==> src/rtl/uart_tx_fifo.sv <==
// FIFO-buffered UART transmitter: start bit, DATA_BITS data bits LSB-first,
// optional parity and 1 or 2 stop bits, with frames sent back-to-back while words are queued.
module uart_tx_fifo #(
  parameter int DATA_BITS  = 8,
  parameter int BAUD       = 9600,
  parameter int SYS_CLK    = 12000000,
  parameter int PARITY     = 0,
  parameter int STOP_BITS  = 1,
  parameter int FIFO_DEPTH = 4
) (
  input  logic                            clk,
  input  logic                            rst,
  input  logic                            tx_valid,
  input  logic [DATA_BITS-1:0]            tx_data,
  output logic                            tx_ready,
  output logic                            tx_wire,
  output logic                            busy,
  output logic [$clog2(FIFO_DEPTH+1)-1:0] fifo_count
);
  localparam int CLKS_PER_BIT = SYS_CLK / BAUD;
  localparam int BAUD_W = (CLKS_PER_BIT > 1) ? $clog2(CLKS_PER_BIT) : 1;
  localparam int PTR_W  = $clog2(FIFO_DEPTH);
  localparam int CNT_W  = $clog2(FIFO_DEPTH + 1);
  localparam int BIT_W  = $clog2(DATA_BITS);

  typedef enum logic [2:0] {S_IDLE, S_START, S_DATA, S_PARITY, S_STOP} state_t;

  state_t               state;
  logic [DATA_BITS-1:0] mem [FIFO_DEPTH];
  logic [PTR_W-1:0]     wr_ptr;
  logic [PTR_W-1:0]     rd_ptr;
  logic [DATA_BITS-1:0] shift;
  logic                 parity_bit;
  logic [BAUD_W-1:0]    baud_cnt;
  logic [BIT_W-1:0]     bit_cnt;
  logic                 bit_done;
  logic                 last_stop;
  logic                 push;
  logic                 pop;

  assign tx_ready  = (fifo_count != CNT_W'(FIFO_DEPTH));
  assign push      = tx_valid && tx_ready;
  assign bit_done  = (baud_cnt == BAUD_W'(CLKS_PER_BIT - 1));
  assign last_stop = (state == S_STOP) && bit_done && (bit_cnt == BIT_W'(STOP_BITS - 1));
  // A pop starts a new frame either from idle or straight out of the final stop bit.
  assign pop       = (fifo_count != '0) && ((state == S_IDLE) || last_stop);

  always_ff @(posedge clk) begin
    if (push && !rst) begin
      mem[wr_ptr] <= tx_data;
    end
  end

  always_ff @(posedge clk) begin
    if (rst) begin
      wr_ptr     <= '0;
      rd_ptr     <= '0;
      fifo_count <= '0;
    end else begin
      if (push) wr_ptr <= wr_ptr + PTR_W'(1);
      if (pop)  rd_ptr <= rd_ptr + PTR_W'(1);
      fifo_count <= fifo_count + CNT_W'(push) - CNT_W'(pop);
    end
  end

  always_ff @(posedge clk) begin
    if (rst) begin
      state      <= S_IDLE;
      tx_wire    <= 1'b1;
      busy       <= 1'b0;
      shift      <= '0;
      parity_bit <= 1'b0;
      baud_cnt   <= '0;
      bit_cnt    <= '0;
    end else if (pop) begin
      state      <= S_START;
      tx_wire    <= 1'b0;
      busy       <= 1'b1;
      shift      <= mem[rd_ptr];
      parity_bit <= (^mem[rd_ptr]) ^ (PARITY == 1);
      baud_cnt   <= '0;
      bit_cnt    <= '0;
    end else begin
      baud_cnt <= bit_done ? '0 : baud_cnt + BAUD_W'(1);
      case (state)
        S_IDLE: begin
          tx_wire  <= 1'b1;
          busy     <= 1'b0;
          baud_cnt <= '0;
        end
        S_START: begin
          if (bit_done) begin
            state   <= S_DATA;
            tx_wire <= shift[0];
            bit_cnt <= '0;
          end
        end
        S_DATA: begin
          if (bit_done) begin
            if (bit_cnt == BIT_W'(DATA_BITS - 1)) begin
              bit_cnt <= '0;
              if (PARITY != 0) begin
                state   <= S_PARITY;
                tx_wire <= parity_bit;
              end else begin
                state   <= S_STOP;
                tx_wire <= 1'b1;
              end
            end else begin
              shift   <= shift >> 1;
              tx_wire <= shift[1];
              bit_cnt <= bit_cnt + BIT_W'(1);
            end
          end
        end
        S_PARITY: begin
          if (bit_done) begin
            state   <= S_STOP;
            tx_wire <= 1'b1;
            bit_cnt <= '0;
          end
        end
        S_STOP: begin
          if (bit_done) begin
            if (last_stop) begin
              state <= S_IDLE;
              busy  <= 1'b0;
            end else begin
              bit_cnt <= bit_cnt + BIT_W'(1);
            end
          end
        end
        default: state <= S_IDLE;
      endcase
    end
  end
endmodule
==> config.mk <==
export PLATFORM = sky130hd
export DESIGN_NAME = uart_tx_fifo
export DESIGN_NICKNAME = d
export VERILOG_FILES = /design/src/rtl/uart_tx_fifo.sv
export SDC_FILE = /design/constraint.sdc
export NUM_CORES = 1
export LEC_CHECK = 0
export CORE_MARGIN = 3
export CORE_UTILIZATION = 55
export CTS_CLUSTER_SIZE = 24
export DETAILED_ROUTE_END_ITERATION = 10
export GPL_ROUTABILITY_DRIVEN = 0
export PLACE_DENSITY = 0.72
export SLEW_MARGIN = 20
export SYNTH_ARGS = -nofsm -noshare
export SYNTH_HDL_FRONTEND = slang
export SYNTH_SLANG_ARGS = --single-unit
==> constraint.sdc <==
create_clock -name clk -period 3.1 [get_ports clk]
set_input_delay 0.775 -clock clk [delete_from_list [all_inputs] [get_ports clk]]
set_output_delay 0.775 -clock clk [all_outputs]
set_load 0.05 [all_outputs]
==> results.md <==
* Status: finished clean
* Via count at 1933
* Total core area at 5170 um2
* Cell Area, Synth at 2990 um2
* Netlist cell types at 46
* Antenna-violating nets left at 0
* Max clock buf depth at 2
* Buffers & Inverters on Critical Path at 1
* Ports at 17
* Worst Tran Pin Value at 0.872 ns
* Die width at 79.8 um
* Die Ht at 79.8 um
* Worst-path cell chain: or3b_2, clkdlybuf4s50_1
* Hold path cells at 1
* Unrepaired setup endpoints after global routing: false
* Layout cells sized above 1 at 13.7%
* CP Capture Type: output port
* Buffers added on ports at 16
* Hold crit path type: reg -> reg
* Worst path required time at 2.32 ns
* Initial cell density of the core at 57.8%
* Worst Setup SP: fifo_count[2]$_SDFF_PP0_
* Top cell type's share of synthesized area at 32.1%
* Top fanout value on the critical path at 4
* Fin Clk Skew at 0.00692 ns
* Final Setup Violations at 0
* DR pass1 iterations at 4
* Cell count after synthesis at 245
* Clock buffer count from CTS at 9
* Max_slew headroom at 41.6%
* CTS tree: yes
* RR Startpoint: baud_cnt[1]$_SDFF_PP0_
* TNS Setup at 0 ns
* Cell with the most instances after synthesis: dfxtp_1
* Reg2reg setup slack at 0.64 ns
* DR iter-0 viols at 65
* Slowest stage cell, crit path: clkdlybuf4s50_1
* Setup CP Type: reg -> out
* Worst-Skew Late Latency at 0.34 ns
* Hold EP: baud_cnt[0]$_SDFF_PP0_
* Wire length on met1 at 2.22 mm
* CTS root buffer: clkbuf_8
* PD cells at 799 nW/um2
* Most frequent cells after synthesis: dfxtp_1 (36), edfxtp_1 (32), nor2_1 (29)
* Largest stage delay, worst path at 0.73 ns
* Critical Path Start Type: flop
* Number of global-route vias before repair at 1942
* Synth Register Bits at 68
* Largest area contributor in the netlist: edfxtp_1
* F_max at 365 MHz
* Via-per-instance ratio at 5.69
* Initial antenna violation count at 0
* Post CTS Setup Buffer Count at 0
* Dpl hpwl at 3.54 mm
* Critical path's top delay family: buffers and inverters
* Post-synth EDFFs at 32
* Row cnt at 26
* Largest net degree at the start of global routing at 16
* Nets@finish at 287
* GRT Total Usage at 18.9%
* Total chip power at 2.74 mW
* Top Layer Used: met4
* DRC viols at 0
* Slew Limit Fails at 0
* Maximum VDD drop at 0.558 mV
* DRT Wirelength at 5.01 mm
* Syn Area/Cell at 12.2 um2
* Synth warn at 0
* ANT cells at 0
* Post-cts repair resize count at 0
* Tcrit/Tclk final at 88.4%
* DR WL met3 at 188 um
* Grt total ovfl at 0
* R2R Path End: fifo_count[2]$_SDFF_PP0_
* Fin crit period at 2.74 ns
* Clock sink count at 68
* Max Cap Viol at 0
* Mapped Nets at 267
* Leakage at 1.22 nW
* Synth async-reset ratio at 0%
* Synthesis-to-layout area growth at 14.8%
* Post-CTS Hold Fix Bufs at 0
* Seq/Total Area, Yosys at 56.2%
* Fillers at 421
* Met2 wire len at 2.47 mm
* Worst R2R Path Depth at 12
* CP arrival at 1.97 ns
* H-tree depth reported by CTS at 3
* Synth top area cells: edfxtp_1 (32%), dfxtp_1 (24%), mux4_2 (6.0%)
* Worst-path clk slew at 0.07 ns
* First-pass GRT wire length at 9.07 mm
* Top FF cell, synth: dfxtp_1
* Hold Vio Cnt, Final at 0
* Hold Path Origin: baud_cnt[0]$_SDFF_PP0_
* Die area at 6360 um2
* WL/cell at 14.7 um
==> stage by stage <==
stage,hold WS [ns],cell area (um2),cells,worst slack (ns),util (%)
2_1_floorplan,0.441,2990,245,0.353,-
3_3_place_gp,0.462,3220,324,0.506,62.3
3_5_place_dp,0.472,3220,324,0.443,62.3
4_1_cts,0.488,3440,340,0.329,66.4
5_1_grt,0.534,3440,340,0.276,66.4
6_report,0.488,3440,340,0.360,66.4
==> registers in the layout (all words and copies together), names as in the netlist, named ones only <==
name / cells
busy: 1
baud_cnt: 11
shift: 8
tx_wire: 1
mem: 32
bit_cnt: 3
rd_ptr: 2
fifo_count: 3
state: 3
wr_ptr: 2
==> layout by cell type (no fill, tap or decap), types with 2 or more instances in the layout <==
master / n
mux4_2: 8
a21oi_1: 12
xor2_1: 7
and2_1: 5
clkbuf_8: 9
nand3_1: 7
a31oi_1: 2
nor2b_1: 3
o211ai_1: 2
clkdlybuf4s50_1: 16
nor2_1: 29
clkinv_1: 2
dfxtp_1: 36
clkinvlp_4: 2
a221oi_1: 7
nand4_1: 3
ha_1: 10
o21ai_0: 8
buf_4: 3
nor4b_1: 2
nand2b_1: 3
xnor2_1: 6
mux2i_1: 7
o2111ai_1: 4
edfxtp_1: 32
nand2_1: 6
bufinv_16: 2
inv_1: 9
or3_1: 2
mux2_2: 2
nor3_1: 5
==> cell families after synthesis <==
kind of cell / count (synthesis) / share of synthesized area (%)
AOI/OAI and AO/OA: 42 / 9.74
muxes: 17 / 9.12
DFF: 68 / 56.2
xor gates and xnor gates: 13 / 3.81
and+or+nand+nor: 75 / 13.8
buffers and inverters: 19 / 2.51
adders and majority gates: 11 / 4.85
==> routing by layer <==
| layer | GRT usage, % | vias up |
|---|---|---|
| met5 | 0 | - |
| met4 | 10.1 | 0 |
| met3 | 4.74 | 14 |
| met2 | 30.0 | 42 |
| met1 | 23.7 | 926 |
| li1 | - | 951 |
==> report_power, final <==
| group | switching, mW | internal, mW | leakage, nW | total (mW) |
|---|---|---|---|---|
| sequential | 0.126 | 1.08 | 0.585 | 1.20 |
| clock | 0.329 | 0.448 | 0.101 | 0.777 |
| combinational | 0.414 | 0.348 | 0.537 | 0.762 |
| total | 0.869 | 1.88 | 1.22 | 2.74 |
==> layout make-up <==
type / instances / area (um2) / share of cell area, %
clock inverter: 7 / 91.3 / 2.66
inverter: 9 / 33.8 / 0.983
multi-input combinational: 158 / 1230 / 35.9
tap: 70 / 87.6 / 2.55
clock buffer: 9 / 124 / 3.61
timing repair buffer: 19 / 183 / 5.32
sequential: 68 / 1680 / 48.9
==> worst max path at each step <==
stage                               end  slack (ns)  cells past startpoint
2_1_floorplan  fifo_count[2]$_SDFF_PP0_        0.35                     11
3_3_place_gp   fifo_count[2]$_SDFF_PP0_        0.51                      9
3_5_place_dp   fifo_count[2]$_SDFF_PP0_        0.44                      9
4_1_cts                        tx_ready        0.33                      2
5_1_grt                        tx_ready        0.28                      2
6_report                       tx_ready        0.36                      2
No activity file was read; power rests on OpenSTA's default activity.
